<file path="config.mk">
export PLATFORM = sky130hd
export DESIGN_NAME = kara_div128_seq
export DESIGN_NICKNAME = d
export VERILOG_FILES = /design/src/rtl/kara_div_pkg.sv /design/src/rtl/kara_div_step.sv /design/src/rtl/kara_div128_seq.sv
export SDC_FILE = /design/constraint.sdc
export NUM_CORES = 1
export LEC_CHECK = 0
export CAP_MARGIN = 20
export CORE_AREA = 4 4 180 182
export CTS_CLUSTER_DIAMETER = 200
export CTS_CLUSTER_SIZE = 20
export DETAILED_ROUTE_END_ITERATION = 12
export DIE_AREA = 0 0 184 186
export GPL_TIMING_DRIVEN = 1
export HOLD_SLACK_MARGIN = 0.06
export PLACE_DENSITY_LB_ADDON = 0.12
export SKIP_LAST_GASP = 1
export SYNTH_ARGS = -nofsm -noshare
export SYNTH_HDL_FRONTEND = slang
export SYNTH_HIERARCHICAL = 1
export SYNTH_SLANG_ARGS = --single-unit
</file>
<file path="constraint.sdc">
create_clock -name clk -period 8.4 [get_ports clk]
set_clock_uncertainty 0.05 [all_clocks]
set_input_delay 1.26 -clock clk [delete_from_list [all_inputs] [get_ports clk]]
set_output_delay 1.26 -clock clk [all_outputs]
set_load 0.02 [all_outputs]
</file>
<file path="src/rtl/kara_div_pkg.sv">
// Shared constants and FSM state encoding for the sequential 2W/W restoring divider.
package kara_div_pkg;

    localparam int unsigned KD_W  = 64;
    localparam int unsigned KD_W2 = 2 * KD_W;
    localparam int unsigned KD_CW = 8;

    typedef enum logic [1:0] {
        ST_IDLE = 2'd0,
        ST_RUN  = 2'd1,
        ST_DONE = 2'd2
    } state_t;

endpackage

</file>
<file path="src/rtl/kara_div_step.sv">
// One combinational restoring-division step: shift in a dividend bit, trial-subtract
// the divisor, keep the difference when it is non-negative.
module kara_div_step
    import kara_div_pkg::*;
#(
    parameter int unsigned W = KD_W
) (
    input  logic [W-1:0] i_rem,
    input  logic         i_bit,
    input  logic [W-1:0] i_div,
    output logic [W-1:0] o_rem,
    output logic         o_qbit
);

    logic [W:0] w_shift;
    logic [W:0] w_diff;

    // With i_rem < i_div the true difference lies in (-2^W, 2^W), so bit W is the sign.
    assign w_shift = {i_rem, i_bit};
    assign w_diff  = w_shift - {1'b0, i_div};
    assign o_qbit  = ~w_diff[W];
    assign o_rem   = o_qbit ? w_diff[W-1:0] : w_shift[W-1:0];

endmodule

</file>
<file path="src/rtl/kara_div128_seq.sv">
// Sequential radix-2 restoring divider: 2W-bit dividend / W-bit divisor, one quotient
// bit per clock, valid/ready handshake on operands and result.
module kara_div128_seq
    import kara_div_pkg::*;
#(
    parameter int unsigned W  = KD_W,
    parameter int unsigned CW = KD_CW
) (
    input  logic           clk,
    input  logic           rst_n,
    input  logic           in_valid,
    output logic           in_ready,
    input  logic [2*W-1:0] dividend,
    input  logic [W-1:0]   divisor,
    output logic           out_valid,
    input  logic           out_ready,
    output logic [2*W-1:0] quotient,
    output logic [W-1:0]   remainder,
    output logic           div_by_zero
);

    state_t         r_state;
    state_t         w_next;
    logic [2*W-1:0] r_q;
    logic [W-1:0]   r_r;
    logic [W-1:0]   r_d;
    logic [CW-1:0]  r_cnt;
    logic           r_dbz;

    logic           w_accept;
    logic           w_last;
    logic           w_div_zero;
    logic [W-1:0]   w_step_rem;
    logic           w_step_qbit;

    assign w_accept   = in_valid && (r_state == ST_IDLE);
    assign w_last     = (r_cnt == CW'(2 * W - 1));
    assign w_div_zero = (divisor == '0);

    kara_div_step #(
        .W (W)
    ) u_step (
        .i_rem  (r_r),
        .i_bit  (r_q[2*W-1]),
        .i_div  (r_d),
        .o_rem  (w_step_rem),
        .o_qbit (w_step_qbit)
    );

    always_ff @(posedge clk) begin
        if (!rst_n) begin
            r_state <= ST_IDLE;
        end else begin
            r_state <= w_next;
        end
    end

    always_comb begin
        w_next = r_state;
        case (r_state)
            ST_IDLE: begin
                if (in_valid) begin
                    w_next = w_div_zero ? ST_DONE : ST_RUN;
                end
            end
            ST_RUN: begin
                if (w_last) begin
                    w_next = ST_DONE;
                end
            end
            ST_DONE: begin
                if (out_ready) begin
                    w_next = ST_IDLE;
                end
            end
            default: w_next = ST_IDLE;
        endcase
    end

    // Q and R double as the result registers; they only move on accept or in RUN,
    // so the last result stays visible after DONE exits.
    always_ff @(posedge clk) begin
        if (!rst_n) begin
            r_q   <= '0;
            r_r   <= '0;
            r_d   <= '0;
            r_cnt <= '0;
            r_dbz <= 1'b0;
        end else if (w_accept) begin
            r_d   <= divisor;
            r_cnt <= '0;
            if (w_div_zero) begin
                r_q   <= '1;
                r_r   <= dividend[W-1:0];
                r_dbz <= 1'b1;
            end else begin
                r_q   <= dividend;
                r_r   <= '0;
                r_dbz <= 1'b0;
            end
        end else if (r_state == ST_RUN) begin
            r_r   <= w_step_rem;
            r_q   <= {r_q[2*W-2:0], w_step_qbit};
            r_cnt <= r_cnt + 1'b1;
        end
    end

    assign in_ready    = (r_state == ST_IDLE);
    assign out_valid   = (r_state == ST_DONE);
    assign quotient    = r_q;
    assign remainder   = r_r;
    assign div_by_zero = r_dbz;

endmodule

</file>
==> impl_metrics.py, run 1 <==
metrics = {
    "synthesis": {
        "yosysSeqAreaShare_pct": 31.97,
        "synthesis.instances": 2131,
        "syn-cell-area_mm2": 0.01672,
        "synth_top_area_share_pct": 31.97,
        "yosys-top-cells-count": "nand2_1 (293), dfxtp_1 (267), a21oi_1 (221), o21ai_0 (164), nor2_1 (139)",
        "avgSynthCellArea_um2": 7.845,
        "synth_top_cell_by_area": "dfxtp_1",
        "async_flop_share_pct": 0,
        "yosysMostFrequentCell": "nand2_1",
        "synth.top_cells.by_area": "dfxtp_1 (32%), a21oi_1 (6.6%), nand2_1 (6.6%)",
        "ys.flop_type": "dfxtp_1",
        "ys_warn_count": 6,
        "synth_fp_nets": 2393,
        "synth-edff-count": 0,
        "ys_types": 69,
        "yosys_register_bits": 267,
    },
    "clock_network": {
        "cts_tree": "yes",
        "clk_latency_ps": 510,
        "cts.sinks": 267,
        "post-cts-setup-buffers": 0,
        "h-tree-depth": 1,
        "cts_inserted_buffers": 17,
        "ctsResizeCount": 0,
        "clkTransAtPathRegs_ps": 80,
        "clockBufferDepth": 3,
        "hold_buffers": 0,
        "cts-root-buf": "clkbuf_16",
    },
    "setup_path": {
        "cp_max_fo": 44,
        "r2r_end": "remainder[23]",
        "worstRegToRegCells": 18,
        "regToRegSetupSlack_ps": 3300,
        "end_kind": "flip-flop",
        "cp-start-kind": "flip-flop",
        "critPathLaunch": "quotient[127]",
        "crit_required_ps": 8700,
        "reg2reg_from": "quotient[127]",
        "critPathKind": "reg2reg",
        "crit_arrival_ps": 5400,
    },
    "placed_design": {
        "dp_hpwl_um": 42080,
        "port_buffers": 390,
        "numPlacedInstances": 2752,
        "place_congestion": 0.9656,
    },
    "floorplanning": {
        "core_area_mm2": 0.03059,
        "boundaryPins": 391,
        "die_w_um": 184,
        "std_cell_rows": 64,
        "die_h_um": 186,
        "start_util_pct": 54.65,
        "dieArea_mm2": 0.03422,
    },
    "pwr": {
        "leakage_nw": 8.024,
        "clockPowerShare_pct": 16.3,
        "peakVddDrop_v": 0.0001571,
        "power_density_mw_per_mm2": 241.2,
        "intPower_mw": 2.995,
        "power_frac_seq_pct": 31.0,
        "combPwrFrac_pct": 52.7,
        "netSwitchingPower_mw": 2.069,
        "switching_share_pct": 40.86,
    },
    "min_path": {
        "worstHoldPathType": "reg2reg",
        "hold_start": "r_d[63]",
        "min_delay_path_depth": 2,
        "hold_end": "r_d[63]",
    },
    "timing": {
        "rsz0062_at_grt": "false",
        "max_freq_mhz": 196.1,
        "fin_crit_sh_pct": 60.72,
        "maxSlewViolCount": 0,
        "setup_tns_ps": 0,
        "min_period_ps": 5101,
        "slew_headroom_pct": 28.18,
        "worstMarginPinSlew_ps": 1077,
        "setup_viol": 0,
        "finalHoldViolCount": 0,
    },
    "routing": {
        "vias": 17170,
        "wl_per_cell_um": 20.92,
        "wl_um": 58010,
        "first_pass_iters": 6,
        "drc_errors": 0,
        "drt_iter0_markers": 1571,
        "antenna_left": 0,
        "routed_via_density": 6.193,
    },
    "grt": {
        "grt_max_degree": 119,
        "grt_pass1_wl_um": 89430,
        "grt-ovfl-total": 0,
        "antenna_found_initial": 1,
        "grt_pass1_vias": 16330,
        "grtUsageTotal_pct": 31.86,
    },
    "cells_and_area": {
        "final_nets": 2638,
        "fill_cells": 2627,
        "area_delta_synth_final_pct": 25.60,
        "stdcell_count": 2773,
        "drive_above_1_share_pct": 6.692,
    },
    "run": {
        "cap_violations": 0,
    },
    "outcome": {
        "status": "complete, no violations",
    },
}
-- cells in the final DEF (no fill, tap or decap), types with 21 or more instances in the layout --
cell / netlist / final
clkdlybuf4s50_1: 0 / 389
nand2_1: 293 / 292
dfxtp_1: 267 / 267
a21oi_1: 221 / 221
o21ai_0: 164 / 164
nor2_1: 139 / 138
nand3_1: 112 / 112
inv_1: 84 / 84
ha_1: 65 / 65
mux2_4: 59 / 59
nor2b_1: 41 / 40
nor3_1: 41 / 40
a221oi_2: 39 / 39
o21a_1: 39 / 39
xnor2_1: 38 / 38
o221ai_1: 36 / 36
a22oi_1: 34 / 34
o311a_1: 31 / 31
xor2_1: 29 / 29
a21o_1: 29 / 29
o31a_1: 26 / 26
nand4_1: 25 / 25
nor4_1: 22 / 21
-- per-stage QoR --
stage               instance area (µm²)  setup WS [ps]  hold WS, ps  utilization [%]  power [mW]
global route                      21000           2959        427.2            68.64       5.340
detailed placement                20520           3323        396.3            67.08       4.210
finish                            21000           3299        408.4            68.65       5.065
CTS                               20970           3293        409.9            68.55       5.044
floorplan                         16720           4539        386.3                -       3.429
global placement                  20520           3456        392.5            67.08       4.178
-- how the worst max path moves through the flow --
stage,end,depth (start not counted)
floorplan,remainder[19],18
global placement,remainder[21],18
detailed placement,remainder[23],18
CTS,remainder[23],18
global route,remainder[31],18
finish,remainder[23],18
-- power groups by stage --
stage / registers, mW / clock network, mW / logic, mW
finish: 1.57 / 0.824 / 2.67
global route: 1.59 / 0.880 / 2.87
CTS: 1.57 / 0.842 / 2.63
detailed placement: 1.60 / 0 / 2.61
global placement: 1.59 / 0 / 2.59
floorplan: 1.72 / 0 / 1.71
-- registers in the layout, indices dropped and copies added (netlist names) --
| signal | flops |
|---|---|
| r_d | 64 |
| r_state | 2 |
| r_cnt | 8 |
| quotient | 128 |
| div_by_zero | 1 |
| remainder | 64 |
-- cell families after synthesis --
logic type               Yosys count  share of synthesized area [%]
multiplexers                      65                          5.680
AND/OR/NAND/NOR                  707                          19.08
buffers and inverters            267                          6.616
AO/OA/AOI/OAI                    692                          28.16
XOR/XNOR                          67                          3.510
adder cells (fa/ha/maj)           66                          4.984
flip-flops                       267                          31.97
-- critical path, stage by stage (launching register included) --
cell and delay (ps):
dfxtp_1 350, inv_1 60, ha_1 220, fa_1 410
and2b_1 240, o211ai_1 120, a31o_1 280, o21ai_2 160
a41oi_2 210, a211o_1 350, a21oi_2 210, nor3_1 110
nor3_4 300, clkinv_2 450, buf_4 550, mux2_4 400
nor2b_1 120, o21ai_0 160, o21ai_0 120
-- area by class of cell --
class | count | area, µm² | share of cell area (%)
multi-input cells | 1597 | 10330 | 49.19
flip-flops and latches | 267 | 5345 | 25.45
repair buffers | 407 | 4049 | 19.28
well taps | 396 | 495.5 | 2.360
clock buffers | 17 | 425.4 | 2.026
inverters | 86 | 326.6 | 1.555
clock inverters | 2 | 25.02 | 0.1192
diodes | 1 | 2.502 | 0.01192
-- layer usage --
metal | part of all wire, % | GRT usage [%]
met1 | 41 | 41.80
met2 | 46 | 52.61
met3 | 9.0 | 7.172
met4 | 3.4 | 9.701
met5 | 0.022 | 0
Power figures use the tool's default switching activity.
==> run 2, diff against run 1 <==
CORE_AREA = 4 4 196 198   (was 4 4 180 182)
DIE_AREA = 0 0 200 202   (was 0 0 184 186)
clock period = 4.5 ns   (was 8.4 ns; I/O delays follow)
==> impl_metrics.py, run 2 (same netlist as run 1, synthesis figures left out) <==
metrics = {
    "setup_path": {
        "worstRegToRegCells": 13,
        "reg2reg_from": "remainder[35]",
        "crit_arrival_ps": 4530,
        "cp-start-kind": "flip-flop",
        "end_kind": "flip-flop",
        "regToRegSetupSlack_ps": 330,
        "critPathKind": "reg2reg",
        "crit_required_ps": 4850,
        "cp_max_fo": 7,
        "r2r_end": "remainder[63]",
    },
    "pwr": {
        "leakage_nw": 8.108,
        "power_density_mw_per_mm2": 450.6,
        "peakVddDrop_v": 0.0002812,
    },
    "cells_and_area": {
        "fin_util_pct": 58.24,
        "area_delta_synth_final_pct": 27.23,
        "final_cell_mix": "clkdlybuf4s50_1 (389), nand2_1 (292), dfxtp_1 (267), a21oi_1 (221), o21ai_0 (164)",
        "largest_register_ffs": 128,
        "final_nets": 2648,
        "layout_commonest_cell": "clkdlybuf4s50_1",
        "drive_above_1_share_pct": 7.083,
    },
    "routing": {
        "first_pass_iters": 6,
        "wl_um": 61810,
        "wl_per_cell_um": 21.64,
        "routed_via_density": 5.991,
        "antenna_left": 0,
        "drc_errors": 0,
        "drt_iter0_markers": 1278,
        "vias": 17110,
    },
    "grt": {
        "antenna_found_initial": 6,
        "grt_max_degree": 135,
        "grtUsageTotal_pct": 28.92,
        "grt_pass1_wl_um": 95010,
        "grt-ovfl-total": 0,
        "grt_pass1_vias": 16520,
    },
    "clock_network": {
        "cts_tree": "yes",
        "cts-root-buf": "clkbuf_16",
        "clkTransAtPathRegs_ps": 90,
        "clockBufferDepth": 3,
        "h-tree-depth": 1,
        "cts.sinks": 267,
        "clk_latency_ps": 520,
        "ctsResizeCount": 0,
        "cts_inserted_buffers": 17,
    },
    "placed_design": {
        "dp_hpwl_um": 44990,
        "place_congestion": 0.9619,
        "dpl_worst_slack_ps": 271.3,
        "port_buffers": 390,
    },
    "floorplanning": {
        "start_util_pct": 45.78,
        "boundaryPins": 391,
        "core_area_mm2": 0.03652,
        "die_h_um": 202,
        "std_cell_rows": 70,
        "dieArea_mm2": 0.04040,
        "die_w_um": 200,
    },
    "timing": {
        "finalHoldViolCount": 0,
        "fin_hold_ws_ps": 409.4,
        "rsz0062_at_grt": "false",
        "setup_viol": 0,
        "maxSlewViolCount": 0,
        "fin_ws_ps": 328.5,
        "fin_crit_sh_pct": 92.70,
        "worstMarginPinSlew_ps": 1073,
        "max_freq_mhz": 239.7,
        "min_period_ps": 4171,
        "setup_tns_ps": 0,
        "slew_headroom_pct": 28.48,
    },
    "min_path": {
        "hold_end": "r_d[49]",
        "worstHoldPathType": "reg2reg",
        "hold_start": "r_d[49]",
        "min_delay_path_depth": 2,
    },
    "outcome": {
        "status": "complete, no violations",
    },
    "run": {
        "cap_violations": 0,
    },
}
==> run 2: cell count changes in the layout (fill, tap and decap cells not counted), sizes merged <==
cell,previous run,this run
buf,18,28
diode,1,2
==> run 2: layout make-up <==
| cell class | instances | area [µm²] |
|---|---|---|
| clock inverter | 2 | 25.02 |
| timing repair buffer | 417 | 4229 |
| antenna | 2 | 5.005 |
| clock buffer | 17 | 425.4 |
| sequential | 267 | 5345 |
| fill | 3385 | 15250 |
| inverter | 86 | 326.6 |
| multi-input combinational | 1597 | 10330 |
| tap | 468 | 585.6 |
==> run 2: worst max-delay path by stage <==
stage / to / cells past startpoint / slack [ps] / start
final: remainder[63] / 13 / 330 / remainder[35]
after global routing: remainder[14] / 18 / 30 / quotient[127]
after floorplan: remainder[19] / 18 / 640 / quotient[127]
after global placement: remainder[11] / 18 / 400 / quotient[127]
after detailed placement: remainder[6] / 18 / 270 / quotient[127]
after CTS: remainder[31] / 18 / 220 / quotient[127]
==> run 2: critical path, stage by stage, from the launching register on <==
cell	delay, ps
dfxtp_1	390
ha_1	440
nand2_1	180
nor4_1	400
nand3_1	130
a221oi_1	510
a211oi_1	250
o41ai_2	520
a221oi_2	180
o31ai_1	370
xor2_1	100
mux2_2	280
a22oi_1	150
o21ai_0	90
==> run 2: metrics by stage <==
step                      std cells  instance area [µm²]  power [mW]
after detailed placement       2834                20810       7.981
after global placement         2833                20790       7.923
after floorplan                2131                16720       6.401
final                          2856                21270       9.586
after global routing           2856                21270       10.15
after CTS                      2853                21260       9.559
==> run 2: repair_timing <==
action,in CTS,in global routing
setup endpoints to repair,0,26
setup buffers,0,1
hold buffers,0,0
==> run 2: metal layers <==
metal	share of wire, %	vias to the layer above	wire length (µm)	global-route usage (%)
met5	0.068	-	42	0
li1	-	8152	-	-
met1	42	8154	26170	39.44
met2	46	701	28250	45.96
met3	8.9	96	5476	6.718
met4	3.0	6	1874	7.836
==> run 2: power breakdown <==
part / total [mW] / leakage, nW / internal [mW] / switching (mW)
combinational: 5.08 / 5.69 / 2.28 / 2.80
sequential: 2.94 / 2.20 / 2.66 / 0.277
clock: 1.57 / 0.221 / 0.689 / 0.877
total: 9.59 / 8.11 / 5.63 / 3.95
==> run 3, diff against run 2 <==
SETUP_SLACK_MARGIN = 0.1   (was unset)
==> impl_metrics.py, run 3 (same netlist as run 1, synthesis figures left out) <==
metrics = {
    "cells_and_area": {
        "layout_commonest_cell": "clkdlybuf4s50_1",
        "drive_above_1_share_pct": 7.164,
        "final_cell_mix": "clkdlybuf4s50_1 (389), nand2_1 (292), dfxtp_1 (267), a21oi_1 (221), o21ai_0 (161)",
        "area_delta_synth_final_pct": 27.34,
        "stdcell_count": 2857,
        "largest_register_ffs": 128,
        "final_nets": 2649,
    },
    "timing": {
        "worstMarginPinSlew_ps": 1085,
        "slew_headroom_pct": 27.70,
        "finalHoldViolCount": 0,
        "fin_crit_sh_pct": 90.70,
        "max_freq_mhz": 245.0,
        "setup_viol": 0,
        "min_period_ps": 4081,
        "setup_tns_ps": 0,
        "maxSlewViolCount": 0,
        "rsz0062_at_grt": "false",
    },
    "setup_path": {
        "regToRegSetupSlack_ps": 420,
        "crit_arrival_ps": 4420,
        "end_kind": "flip-flop",
        "critPathKind": "reg2reg",
        "reg2reg_from": "quotient[127]",
        "r2r_end": "remainder[46]",
        "cp_max_fo": 19,
        "worstRegToRegCells": 17,
        "critPathLaunch": "quotient[127]",
        "crit_required_ps": 4840,
        "cp-start-kind": "flip-flop",
    },
    "pwr": {
        "power_mw": 9.608,
        "power_density_mw_per_mm2": 451.3,
        "leakage_nw": 8.116,
        "peakVddDrop_v": 0.0002820,
    },
    "clock_network": {
        "cts.sinks": 267,
        "cts_tree": "yes",
        "cts_inserted_buffers": 17,
        "clkTransAtPathRegs_ps": 90,
        "cts-root-buf": "clkbuf_16",
        "clockBufferDepth": 3,
        "clk_latency_ps": 520,
        "h-tree-depth": 1,
    },
    "routing": {
        "met1_length_um": 26580,
        "wl_met2_um": 28250,
        "antenna_left": 0,
        "met3_length_um": 5075,
        "drt_iter0_markers": 1273,
        "first_pass_iters": 7,
        "drc_errors": 0,
        "routed_via_density": 5.996,
        "top_layer": "met5",
        "wl_per_cell_um": 21.65,
        "vias": 17130,
        "wl_um": 61860,
    },
    "min_path": {
        "worstHoldPathType": "reg2reg",
        "hold_start": "r_d[49]",
        "hold_end": "r_d[49]",
        "min_delay_path_depth": 2,
    },
    "floorplanning": {
        "die_h_um": 202,
        "die_w_um": 200,
        "boundaryPins": 391,
        "core_area_mm2": 0.03652,
        "std_cell_rows": 70,
        "dieArea_mm2": 0.04040,
        "start_util_pct": 45.78,
    },
    "grt": {
        "grt-ovfl-total": 0,
        "grt_pass1_wl_um": 95010,
        "grt_max_degree": 135,
        "grtUsageTotal_pct": 28.92,
        "grt_pass1_vias": 16520,
        "antenna_found_initial": 6,
    },
    "placed_design": {
        "port_buffers": 390,
        "place_congestion": 0.9619,
        "numPlacedInstances": 2834,
        "dp_hpwl_um": 44990,
    },
    "run": {
        "cap_violations": 0,
    },
    "outcome": {
        "status": "complete, no violations",
    },
}
-- run 3: changes by cell type in the layout (fill, tap and decap cells not counted), sizes merged --
cell,before,now
buf,28,29
-- run 3: through the flow --
| stage | worst slack [ps] | instance area, µm² | util (%) | hold slack [ps] |
|---|---|---|---|---|
| final | 418.6 | 21290 | 58.29 | 410.0 |
| after global routing | 118.6 | 21290 | 58.29 | 428.8 |
| after CTS | 223.3 | 21260 | 58.21 | 411.5 |
| after detailed placement | 271.3 | 20810 | 56.97 | 399.7 |
| after global placement | 401.7 | 20790 | 56.92 | 393.9 |
| after floorplan | 638.7 | 16720 | - | 386.3 |
-- run 3: cell type report --
class | instances | area [µm²]
antenna | 2 | 5.005
clock buffer | 17 | 425.4
clock inverter | 2 | 25.02
fill | 3383 | 15230
inverter | 86 | 326.6
multi-input combinational | 1597 | 10340
sequential | 267 | 5345
tap | 468 | 585.6
timing repair buffer | 418 | 4240
-- run 3: worst max-delay path: stages, from the launching register on --
cell and delay (ps):
dfxtp_1 360, inv_1 60, ha_1 230, fa_1 410, and2b_1 230, o211ai_1 120, a31o_1 240, o21ai_2 170
a41oi_2 190, a211o_1 370, a21oi_2 160, nor3_1 90, nor3_4 200, clkinv_2 120, buf_4 260, mux2_4 340
a22oi_1 170, o21ai_0 130
-- run 3: how the worst max path moves through the flow --
stage                                to  cells after the start  slack [ps]
final                     remainder[46]                     17         420
after global routing      remainder[20]                     18         120
after CTS                 remainder[31]                     18         220
after detailed placement   remainder[6]                     18         270
after global placement    remainder[11]                     18         400
after floorplan           remainder[19]                     18         640
-- run 3: routing by layer --
metal,track usage (%),vias up
met5,0,-
met4,7.836,6
met3,6.718,100
met2,45.96,618
met1,39.44,8241
li1,-,8167
-- run 3: power by group --
part | internal, mW | total (mW) | switching [mW]
clock | 0.689 | 1.56 | 0.872
combinational | 2.29 | 5.11 | 2.82
sequential | 2.66 | 2.94 | 0.277
-- run 3: what timing repair did --
| item | 4_1_cts | 5_1_grt |
|---|---|---|
| gates resized for setup | 0 | 5 |
| setup buffers | 0 | 2 |
| hold buffers | 0 | 0 |
| endpoints found under the setup margin | 0 | 57 |
